**src/rtl/sobel_hls_udiv_29_22.sv**
```systemverilog
// Sequential 29/22-bit unsigned divider with an 8-bit quotient.
// It is the inverse of an 8x22 unsigned multiply and uses one restoring step per cycle.
// If the divisor is zero, or the true quotient does not fit in 8 bits, the result
// saturates at 255 with ovf set.
module sobel_hls_udiv_29_22 #(
  parameter logic [31:0] ID = 32'd1
) (
  input  logic        ap_clk,
  input  logic        ap_rst,
  input  logic        in_valid,
  output logic        in_ready,
  input  logic [28:0] din0,
  input  logic [21:0] din1,
  output logic        out_valid,
  input  logic        out_ready,
  output logic [7:0]  dout_q,
  output logic [21:0] dout_r,
  output logic        ovf
);

  typedef enum logic [1:0] {IDLE, CALC, DONE} state_t;

  state_t      state;
  state_t      state_next;

  logic [7:0]  dividend_lo;
  logic [21:0] divisor;
  logic [21:0] rem;
  logic [7:0]  quot;
  logic [2:0]  cnt;

  logic        transfer;
  logic        ovf_det;
  logic [22:0] trial;
  logic        step_bit;
  logic [21:0] rem_step;
  logic [7:0]  quot_step;

  assign in_ready  = (state == IDLE);
  assign out_valid = (state == DONE);
  assign transfer  = in_valid && in_ready;

  // The upper 21 dividend bits form the first partial remainder.
  // If they already reach the divisor, the quotient cannot fit in 8 bits.
  assign ovf_det = (din1 == 22'd0) || ({1'b0, din0[28:8]} >= din1);

  // One restoring step: shift in the next dividend bit, then subtract when the divisor fits.
  // The partial remainder is always below the divisor, so the difference fits in 22 bits.
  always_comb begin
    trial     = {rem, dividend_lo[cnt]};
    step_bit  = (trial >= {1'b0, divisor});
    rem_step  = step_bit ? (trial[21:0] - divisor) : trial[21:0];
    quot_step = quot;
    quot_step[cnt] = step_bit;
  end

  // State register; reset aborts any operation that is in flight.
  always_ff @(posedge ap_clk) begin
    if (ap_rst) state <= IDLE;
    else        state <= state_next;
  end

  // Next-state logic: accept operands in IDLE, iterate in CALC, and hold in DONE until the result is taken.
  always_comb begin
    state_next = state;
    case (state)
      IDLE: if (transfer) state_next = ovf_det ? DONE : CALC;
      CALC: if (cnt == 3'd0) state_next = DONE;
      DONE: if (out_ready) state_next = IDLE;
      default: state_next = IDLE;
    endcase
  end

  // Datapath: capture operands, run the restoring steps, and publish the result.
  // The result stays on the outputs until a new result replaces it.
  always_ff @(posedge ap_clk) begin
    if (ap_rst) begin
      dividend_lo <= 8'd0;
      divisor     <= 22'd0;
      rem         <= 22'd0;
      quot        <= 8'd0;
      cnt         <= 3'd0;
      dout_q      <= 8'd0;
      dout_r      <= 22'd0;
      ovf         <= 1'b0;
    end else begin
      case (state)
        IDLE: begin
          if (transfer) begin
            dividend_lo <= din0[7:0];
            divisor     <= din1;
            rem         <= {1'b0, din0[28:8]};
            quot        <= 8'd0;
            cnt         <= 3'd7;
            if (ovf_det) begin
              dout_q <= 8'd255;
              dout_r <= 22'd0;
              ovf    <= 1'b1;
            end
          end
        end
        CALC: begin
          rem  <= rem_step;
          quot <= quot_step;
          cnt  <= cnt - 3'd1;
          if (cnt == 3'd0) begin
            dout_q <= quot_step;
            dout_r <= rem_step;
            ovf    <= 1'b0;
          end
        end
        default: ;
      endcase
    end
  end

endmodule

```
**config.mk**
```make
export PLATFORM = sky130hd
export DESIGN_NAME = sobel_hls_udiv_29_22
export DESIGN_NICKNAME = d
export VERILOG_FILES = /design/src/rtl/sobel_hls_udiv_29_22.sv
export SDC_FILE = /design/constraint.sdc
export NUM_CORES = 1
export LEC_CHECK = 0
export ABC_AREA = 1
export BUFFER_PORTS_ARGS = -buffer_cell sky130_fd_sc_hd__buf_2
export CAP_MARGIN = 5
export CORE_ASPECT_RATIO = 0.5
export CORE_UTILIZATION = 45
export DETAILED_ROUTE_END_ITERATION = 12
export PLACE_DENSITY_LB_ADDON = 0.12
export SLEW_MARGIN = 15
export SYNTH_ARGS = -nofsm -noshare
export SYNTH_HDL_FRONTEND = slang
export SYNTH_SLANG_ARGS = --single-unit
```
**constraint.sdc**
```tcl
create_clock -name ap_clk -period 2.94 [get_ports ap_clk]
set_input_delay 0.294 -clock ap_clk [delete_from_list [all_inputs] [get_ports ap_clk]]
set_output_delay 0.294 -clock ap_clk [all_outputs]
set_load 0.02 [all_outputs]
```
**After elaboration in Yosys (flattened, before gate mapping)**

Index checks and enable logic that the tools add are counted.

- Register bits after elaboration: 96
- Latch bits: 0
- RAM bits: 0
- Memory bits (read-only): 0
- Bits of input ports: 55
- Output and inout port bits: 33
- Logic and storage cells: 61
- Memories kept: 0

- Add/sub/neg operators: 2
- $mul: 0
- Divide/modulo/power cells: 0
- Magnitude comparators: 4
- Equality and inequality tests: 6
- Shift operators: 0
- Muxes and demuxes: 29
- Bitwise gates (word level): 0
- Reduce and logical (&&, ||, !) cells: 11

Operator list:

| cell | number |
|---|---|
| 2-to-1 mux 22 bit | 5 |
| case mux 22 bit (2 select lines) | 2 |
| 2-to-1 mux 8 bit | 4 |
| case mux 8 bit (2 select lines) | 2 |
| greater-or-equal comparator 23 x 22 -> 1 bit | 1 |
| greater-or-equal comparator 21 x 22 -> 1 bit | 1 |
| zero test 22 bit | 1 |
| subtractor 22 bit | 1 |
| bitwise mux 8 bit | 1 |
| 2-to-1 mux 2 bit | 4 |
| inequality test 2 x 1 -> 1 bit, second input constant | 3 |
| case mux 2 bit (3 select lines) | 1 |
| case mux 3 bit (2 select lines) | 1 |
| 2-to-1 mux 1 bit | 5 |
| < comparator 3 x 4 -> 1 bit, second input constant | 1 |
| AND reduction 2 bit | 2 |
| AND reduction 4 bit | 1 |
| binary-select mux 1 bit (select 3 bit) | 1 |
| demux 1 bit (select 3 bit) | 1 |
| greater-or-equal comparator 3 x 1 -> 1 bit, second input constant | 1 |
| zero test 3 bit | 1 |
| 2-to-1 mux 3 bit | 1 |
| AND reduction 3 bit | 1 |
| subtractor 3 x 1 -> 3 bit, second input constant | 1 |
| 8 further kinds | 9 |

**Logic depth before layout (Yosys ltp)**

Gate-level depths: netlist of the first run.

- Word-level depth: 7
- Mapped depth: 24
- Gate-level depth less buffers: 23

**Worst setup path before layout of the first run**

Ideal clock, no wire load.

- Path kind: reg-to-reg
- Start point: register cnt[0]
- End point: register dout_r[12]
- Library setup time: 0.113 ns
- Arrival time: 2.632 ns
- Data required time: 2.827 ns
- Slack: 0.195 ns
- Stages on the path, launching flop included: 24
- Path buffers: 1
- Clock period less this slack: 2.745 ns
- Cells stage by stage: dfxtp_1 buf_4 clkinv_1 nand2_1 a21oi_1 or2_2 nand2_1 nand2_1 inv_1 ha_1 inv_1 fa_1 nand2_1 nand2_1 nand2_1 nand2_1 nand2_1 nand2_1 nand2_1 nand2_1 nor2_1 nor2_1 nor2_1 nor2_1

- Word-level cells in the longest chain between the ends: 6
- Elaborated cells between the ends (all ways): 10
- Classes of those cells: 1 x add/sub; 1 x order compare; 1 x eq/ne; 5 x mux; 2 x reduce/logical

RTL lines:

| element | RTL line | RTL |
|---|---|---|
| start, declared | 30 | `logic [2:0] cnt;` |
| start signal, assigned | 105 | `cnt <= cnt - 3'd1;` |
| binary-select mux 1 bit (select 3 bit) | 50 | `trial = {rem, dividend_lo[cnt]};` |
| 2-to-1 mux 1 bit (implied by the code) | 50 |  |
| subtractor 22 bit or greater-or-equal comparator 23 x 22 -> 1 bit (tied branches) | 52, 51 |  |
| 2-to-1 mux 22 bit | 52 | `rem_step = step_bit ? (trial[21:0] - divisor) : trial[21:0];` |
| 2-to-1 mux 22 bit | 106 | `if (cnt == 3'd0) begin` |
| case mux 22 bit (2 select lines) | 87 | `case (state)` |
| end signal, assigned | 108 | `dout_r <= rem_step;` |
| end, declared | 17 | `output logic [21:0] dout_r,` |

Parallel ways exist; a longest one is shown, timed or not. The select of a mux whose other input is x is not followed.
A chain may end at the register's enable or synchronous reset.

**Final worst setup path of the first run**

- Start point: register cnt[0]
- End point: register dout_r[14]

Same word-level chain as after synthesis.

==> impl_metrics.ini, run 1 <==
[pwr]
pwr-share-clk = 0.129
swShare = 0.544
irDropWorstVdd_mv = 0.685
power_frac_comb = 0.668
power_frac_seq = 0.203
p_int_mw = 4.48
p_leak_nw = 4.28
p_sw_mw = 5.34
power.density_nw_per_um2 = 1250

[finish]
fill_cells = 1508
stdcell_count = 1440
syn_to_final_growth_pct = 15.0
drive_gt1_frac = 0.132
fin_nets = 1338
num_antenna_cells = 0

[sta]
finalClockSkew_ns = 0.0129
finalSetupViolCount = 0
max_slew_margin = 0.521
clock.fmax_mhz = 361
min_period_ns = 2.77
hold_viol = 0
worst_slack_ns = 0.173
maxSlewViolCount = 0
period_share = 0.941
worst_slew_pin_slew_ns = 0.718
rsz0062_at_grt = yes

[worst_setup_path]
critPathArrivalTime_ns = 3.05
worst_ep_required_time_ns = 3.23
critPathKind = flip-flop to flip-flop
cp-end-kind = flip-flop
crit_path_max_fanout = 8
start_kind = flip-flop

[drt]
routedWlPerCell_um = 15.2
vias = 7294
drt_pass1_iterations = 5
final_antenna_net_count = 0
drt_wl_total_mm = 21.9
dr.first_iter.drc_count = 586
vias_per_cell = 5.07
drcViolationCount = 0

[yosys]
synth_top_family_by_area = simple AND/OR/NAND/NOR gates
synth_xor_xnor_area_share = 0.0115
ys_warn_count = 0
netlist_instances = 1158
synth_flop_cell = dfxtp_1
yosysUniqueCellTypes = 39
synth-edff-count = 0
synthAdderAreaFrac = 0.0851
synth_area_um2 = 6850
ys_seq_elements = 96
yosys-top-cells-count = 328 x nand2_1, 218 x inv_1, 168 x nor2_1
synth.most_common_cell = nand2_1
yosysSeqAreaShare = 0.280
yosysTopAreaCellShare = 0.280
muxShareOfSynthArea = 0
async_flop_share = 0
synthSimpleGateAreaFrac = 0.356
synth_compound_area_frac = 0.116
syn_avg_cell_area_um2 = 5.92
yosys.area.top_type = dfxtp_1
synthTopCellsByArea = dfxtp_1 28%, nand2_1 18%, inv_1 12%
synthesis.nets = 1259

[clock_tree]
clkLatencyLatePin_ns = 0.36
cts_tree = built
clock_sinks = 96
cts.clk_slew.worst_paths_ns = 0.07
cts_max_path_buffers = 2
cts_buffers = 9
ctsHtreeMaxLevel = 3
root_buffer = clkbuf_16

[floorplan]
ios = 88
die_w_um = 177
placementRows = 31
coreArea_um2 = 14700
dieArea_um2 = 15800
die_y_um = 89.3
initial_core_util = 0.467

[global_route]
grt_pass1_wl_mm = 33.9
grtUsageTotal = 0.285
antenna_found_initial = 0
grt_max_degree = 64
first_global_vias = 6286
grt-ovfl-total = 0

[placement]
numPortBuffers = 87
place_inst = 1421
post-place-ws_ns = -0.0294
place_hpwl_mm = 17.2
gp_congestion = 0.988

[status]
outcome = finished, final reports clean

[flow_run]
cap_violations = 0

[hold_path]
hp-class = primary input to flip-flop
path summary, 6_finish.rpt:
path	depth (start not counted)	to	startpoint	slack [ns]
min reg2reg	2	ovf	ovf	0.45
max	23	dout_r[14]	cnt[0]	0.17
max reg2reg	23	dout_r[14]	cnt[0]	0.17
min	3	dividend_lo[1]	din0[1]	0.19
power groups by stage:
| stage | clock network [mW] | logic [mW] | registers (mW) |
|---|---|---|---|
| floorplan | 0 | 4.40 | 2.09 |
| global route | 1.35 | 7.27 | 2.03 |
| detailed placement | 0 | 6.19 | 2.01 |
| global placement | 0 | 6.19 | 2.00 |
| CTS | 1.29 | 6.24 | 1.98 |
| finish | 1.27 | 6.56 | 1.99 |
logic make-up after synthesis:
group | after synthesis
AO/OA/AOI/OAI | 150
XOR/XNOR | 9
adder cells (fa/ha/maj) | 46
buffers and inverters | 260
flip-flops | 96
AND/OR/NAND/NOR | 597
placed cells by master (no fill, tap or decap), types with 12 or more instances in the layout:
master / count
nor2_1: 163
o21ai_0: 57
ha_1: 45
dfxtp_1: 95
nor3_1: 12
nand3_1: 52
a21oi_1: 77
nand2_1: 321
buf_2: 87
buf_4: 17
inv_1: 215
final cells by class:
type | instances | area (um^2) | share of cell area
Inverter | 222 | 833 | 0.106
Tap cell | 198 | 248 | 0.0314
Clock buffer | 9 | 225 | 0.0286
Sequential cell | 96 | 1920 | 0.244
Timing Repair Buffer | 106 | 603 | 0.0765
Multi-Input combinational cell | 802 | 3950 | 0.501
Clock inverter | 7 | 97.6 | 0.0124
flip-flops by register name, summed over array words and instances (netlist names):
| name | flops |
|---|---|
| cnt | 3 |
| divisor | 22 |
| quot | 8 |
| dout_q | 8 |
| dividend_lo | 8 |
| state | 2 |
| ovf | 1 |
| dout_r | 22 |
| rem | 22 |
routing by layer:
metal,global-route usage,vias to the layer above,wire length (um)
met2,0.400,240,8440
met5,0,-,0
met4,0.0462,0,167
li1,-,3702,-
met3,0.0463,14,1760
met1,0.450,3338,11600
worst max-delay path, stage by stage, from the launching register on:
cell and delay (ns):
dfxtp_2 0.33, buf_4 0.15, nand2_1 0.06, a21oi_1 0.06
or2_2 0.26, nand2_1 0.06, nand2_1 0.06, inv_2 0.06
ha_1 0.14, inv_2 0.06, fa_2 0.43, nand2_2 0.09
nand2_2 0.09, nand2_1 0.08, nand2_2 0.07, nand2_1 0.08
nand2_1 0.05, nand2_1 0.07, nand2_1 0.06, nand2_1 0.08
inv_1 0.06, nor2_2 0.12, nor2_1 0.06, nor2_1 0.11
what timing repair did:
item | CTS | global route
hold buffers | 0 | 0
pin swaps | 0 | 7
gates resized for setup | 1 | 20
endpoints found under the setup margin | 3 | 34
buffers inserted | 0 | 3
per-stage QoR:
stage / setup TNS (ns) / instance area [um^2] / hold WS [ns] / utilization / power, mW
after floorplan: 0 / 6850 / 0.364 / - / 6.49
after global routing: -0.0420 / 7880 / 0.194 / 0.538 / 10.6
after global placement: 0 / 7480 / 0.437 / 0.510 / 8.19
after CTS: 0 / 7800 / 0.177 / 0.532 / 9.51
final: 0 / 7880 / 0.187 / 0.538 / 9.82
after detailed placement: -0.0294 / 7480 / 0.442 / 0.510 / 8.20
Note: power is estimated with default switching activity, not from simulation.
==> run 2: changes to the inputs <==
Settings changed: REMOVE_ABC_BUFFERS set to 1.
==> run 2 against run 1 <==
- clock-buffer cell count rose by 2
- die area unchanged
- cell count is 0.21% lower
- flip-flop and latch count unchanged
- sequential share of layout area grew 0.28 points
- hold slack better by 0.0048 ns
- first-iteration DRC count is 10% lower
- sequential power decreased by 2%
- critical path type unchanged
- largest cell class unchanged
==> impl_metrics.ini, run 2 (same netlist as run 1, synthesis figures left out) <==
[status]
outcome = finished, final reports clean

[drt]
routedWlPerCell_um = 14.1
drt_wl_total_mm = 20.2
vias_per_cell = 4.89
vias = 7031
top_layer_used = met4
drt_pass1_iterations = 5
met1Wirelength_mm = 10.8
drcViolationCount = 0
route.met2.wl_mm = 8.34
dr.first_iter.drc_count = 525
final_antenna_net_count = 0
wl_met3_um = 949

[sta]
hold_viol = 0
finalSetupTns_ns = 0
finalClockSkew_ns = 0.00984
maxSlewViolCount = 0
rsz0062_at_grt = yes
worst_slew_pin_slew_ns = 0.755
holdWs_ns = 0.192
period_share = 0.921
clock.fmax_mhz = 370
finalSetupViolCount = 0
max_slew_margin = 0.496
min_period_ns = 2.71

[hold_path]
hp-class = primary input to flip-flop

[worst_setup_path]
start_kind = flip-flop
worst_ep_required_time_ns = 3.17
crit_path_max_fanout = 6
critPathKind = flip-flop to flip-flop
cp-end-kind = flip-flop
critPathArrivalTime_ns = 2.93

[floorplan]
dieArea_um2 = 15800
placementRows = 31
ios = 88
die_w_um = 177
die_y_um = 89.3
initial_core_util = 0.467
coreArea_um2 = 14700

[placement]
gp_congestion = 0.894
numPortBuffers = 87
place_inst = 1420
place_hpwl_mm = 15.0

[finish]
final_cell_mix = 323 x nand2_1, 216 x inv_1, 168 x nor2_1
stdcell_count = 1437
fin_nets = 1336
num_antenna_cells = 0
largestRegisters = divisor x22, dout_r x22, rem x22
syn_to_final_growth_pct = 13.9
drive_gt1_frac = 0.123
layout_commonest_cell = nand2_1

[clock_tree]
cts_buffers = 9
ctsHtreeMaxLevel = 3
cts_max_path_buffers = 2
clkLatencyLatePin_ns = 0.35
root_buffer = clkbuf_16
cts_tree = built
cts.clk_slew.worst_paths_ns = 0.07
clock_sinks = 96
cts_hold_buf = 0

[global_route]
grt_pass1_wl_mm = 31.6
grtUsageTotal = 0.262
first_global_vias = 6094
antenna_found_initial = 0
grt-ovfl-total = 0
grt_max_degree = 66

[pwr]
irDropWorstVdd_mv = 0.566
power.density_nw_per_um2 = 1210
p_leak_nw = 4.25

[flow_run]
cap_violations = 0
## run 2: cell types whose count changed in the layout (fill, tap and decap cells not counted), moves of 2 or more
cell      previous run  this run
nor2_1             163       168
inv_6                4         0
nor2_2              11         7
buf_4               17        15
clkinv_4             0         2
clkinv_8             2         0
nand2_1            321       323
nand2_2             10         8
nand3_1             52        54
nand3_2              3         1
## run 2: path summary, 6_finish.rpt
| kind | startpoint | endpoint | slack [ns] | depth (start not counted) |
|---|---|---|---|---|
| min reg2reg | ovf | ovf | 0.44 | 2 |
| min | din0[6] | dividend_lo[6] | 0.19 | 3 |
| max reg2reg | cnt[0] | rem[12] | 0.23 | 22 |
| max | cnt[0] | rem[12] | 0.23 | 22 |
## run 2: where the power goes
group	switching [mW]	leakage [nW]	internal, mW
combinational	4.23	3.32	2.06
sequential	0.235	0.792	1.71
clock	0.537	0.142	0.683
total	5.00	4.25	4.45
## run 2: repair_timing
action / CTS / global route
pin swaps: 0 / 2
gates resized for setup: 3 / 10
buffers inserted: 0 / 2
setup endpoints to repair: 6 / 47
## run 2: final cells by class
class                   instances  area, um^2
inverters                     222         833
clock buffers                  11         243
multi-input cells             802        3910
repair buffers                104         588
well taps                     198         248
flip-flops and latches         96        1930
clock inverters                 4        55.1
fillers                      1583        6850
## run 2: critical path, cell delays in order (launching register included)
cell and delay (ns):
dfxtp_4 0.37, inv_2 0.04, nand2_1 0.05, a21oi_1 0.05
or2_2 0.29, nand2_1 0.06, nand2_1 0.05, inv_1 0.07
ha_2 0.19, inv_2 0.06, fa_2 0.41, nand2_1 0.09
nand2_2 0.08, nand2_1 0.08, nand2_2 0.10, nand2_1 0.09
nand2_1 0.05, nand2_1 0.07, nand2_1 0.04, nor2_1 0.14
inv_1 0.06, nand3_1 0.06, a21oi_1 0.06
## run 2: routing by layer
layer  global-route usage  vias up
li1                     -     3691
met1                0.382     3179
met2                0.411      147
met3               0.0451       14
met4               0.0400        0
met5                    0        -
## run 2: per-stage QoR
step           setup WS [ns]  total power, mW  utilization  cell area [um^2]
6_report               0.234             9.45        0.533              7810
5_1_grt              -0.0177             10.4        0.533              7810
4_1_cts               0.0286             9.38        0.530              7780
3_5_place_dp         -0.0626             8.11        0.510              7470
3_3_place_gp       -0.000455             8.06        0.510              7470
2_1_floorplan         -0.223             6.22            -              6650
==> run 3: changes to the inputs <==
Settings changed: CTS_BUF_LIST set to sky130_fd_sc_hd__clkbuf_2.
==> run 3 against run 2 <==
- setup slack better by 0.0054 ns
- clock skew is 0.020 ns higher
- wire length is 4.0% higher
- sequential power hardly changed
- first-iteration DRC count is 10% lower
- clock power is 44% lower
- via count is 2.7% higher
- critical endpoint is now dout_r[14]
- largest cell class unchanged
==> impl_metrics.ini, run 3 (same netlist as run 1, synthesis figures left out) <==
[status]
outcome = finished, final reports clean

[floorplan]
ios = 88
die_y_um = 89.3
dieArea_um2 = 15800
die_w_um = 177
initial_core_util = 0.467
placementRows = 31
coreArea_um2 = 14700

[sta]
worst_slew_pin_slew_ns = 0.763
min_period_ns = 2.70
rsz0062_at_grt = yes
hold_viol = 0
finalSetupViolCount = 0
max_slew_margin = 0.488
finalClockSkew_ns = 0.0295
period_share = 0.919
clock.fmax_mhz = 370
maxSlewViolCount = 0

[pwr]
power.density_nw_per_um2 = 1110
p_leak_nw = 4.38
irDropWorstVdd_mv = 0.614
power.total_mw = 9.07

[global_route]
antenna_found_initial = 1
grtUsageTotal = 0.271
first_global_vias = 6382
grt_pass1_wl_mm = 32.5
grt-ovfl-total = 0
grt_max_degree = 66

[worst_setup_path]
path_depth = 23
cp-end-kind = flip-flop
crit_buf_inv = 4
slowest_delay_ns = 0.43
reg2reg_depth = 23
start_kind = flip-flop
r2r_slack_ns = 0.24
timing.rr.end = dout_r[14]
endpoint = dout_r[14]
crit_top_cell = nand2_1
crit_start = cnt[0]
r2r-start = cnt[0]
critPathKind = flip-flop to flip-flop
crit_chain = inv_2 > nand2_1 > a21oi_1 > or2_2 > nand2_1 > nand2_1 > inv_1 > ha_2 > inv_2 > fa_2 > nand2_2 > nand2_2 > nand2_2 > nand2_4 > nand2_2 > nand2_1 > nand2_1 > nand2_1 > nand2_2 > inv_1 > nor2_1 > nor2_1 > nor2_1
crit_path_max_fanout = 6
worst_ep_required_time_ns = 3.54
crit_slowest_cell = dfxtp_4
critPathTopFamily = simple AND/OR/NAND/NOR gates
critPathArrivalTime_ns = 3.30

[clock_tree]
cts_tree = built
cts.clk_slew.worst_paths_ns = 0.28
root_buffer = clkbuf_2
clock_sinks = 96
clkLatencyLatePin_ns = 0.65
ctsHtreeMaxLevel = 3
cts_max_path_buffers = 2
cts_buffers = 9

[finish]
final_cell_mix = 318 x nand2_1, 216 x inv_1, 166 x nor2_1
stdcell_count = 1485
largestRegisters = divisor x22, dout_r x22, rem x22
fill_cells = 1542
fin_nets = 1383
layout_commonest_cell = nand2_1
syn_to_final_growth_pct = 18.7
drive_gt1_frac = 0.125

[drt]
routedWlPerCell_um = 14.1
drcViolationCount = 0
final_antenna_net_count = 0
drt_pass1_iterations = 5
dr.first_iter.drc_count = 472
vias = 7219
vias_per_cell = 4.86
drt_wl_total_mm = 21.0

[flow_run]
cap_violations = 0

[placement]
gp_congestion = 0.894
numPortBuffers = 87
place_hpwl_mm = 15.0
place_inst = 1420

[hold_path]
hp-class = primary input to flip-flop
==> run 3: what timing repair did <==
item	in CTS	in global routing
endpoints found under the setup margin	6	49
hold endpoints to repair	46	0
pin swaps	0	4
buffers inserted	0	3
hold buffers	46	0
resized for setup	4	21
==> run 3: final cells by class <==
class                      instances  area (um^2)  share of cell area
clock buffer                      10         50.0             0.00615
clock inverter                     5         58.8             0.00723
timing repair buffer             151         1060               0.130
sequential                        96         1930               0.237
tap                              198          248              0.0305
antenna                            1         2.50            0.000308
multi-input combinational        802         3950               0.486
inverter                         222          837               0.103
==> run 3: how the worst min path moves through the flow <==
stage | end | slack [ns] | from | cells past startpoint
after detailed placement | ovf | 0.43 | ovf | 2
after global placement | ovf | 0.43 | ovf | 2
after global routing | divisor[21] | 0.02 | din1[21] | 3
after CTS | rem[10] | 0.0005 | din0[18] | 5
final | rem[10] | 0.004 | din0[18] | 5
after floorplan | rem[0] | 0.36 | ap_rst | 1
==> run 3: per-stage QoR <==
| step | setup TNS [ns] | utilization | cell area (um^2) | setup WS [ns] | hold slack, ns |
|---|---|---|---|---|---|
| CTS | 0 | 0.549 | 8050 | 0.0132 | 0.000502 |
| detailed placement | -0.264 | 0.510 | 7470 | -0.0626 | 0.434 |
| finish | 0 | 0.555 | 8130 | 0.239 | 0.00406 |
| global placement | -0.000455 | 0.510 | 7470 | -0.000455 | 0.428 |
| global route | -0.0426 | 0.555 | 8130 | -0.0187 | 0.0153 |
| floorplan | -6.69 | - | 6650 | -0.223 | 0.363 |
==> run 3: where the power goes <==
| group | switching, mW | internal (mW) | leakage [nW] |
|---|---|---|---|
| clock | 0.491 | 0.195 | 0.0656 |
| sequential | 0.237 | 1.71 | 0.793 |
| combinational | 4.30 | 2.14 | 3.52 |
==> run 3: layer usage <==
layer,global-route usage,up-vias,part of all wire
li1,-,3795,-
met1,0.384,3248,0.52
met2,0.435,157,0.42
met3,0.0476,19,0.056
met4,0.0486,0,0.010
met5,0,-,0
==> run 3: tightest hold or removal path, cell delays in order <==
cell,delay [ns]
buf_2,0.11
nand2_1,0.06
o21ai_0,0.07
inv_1,0.05
a21oi_1,0.06
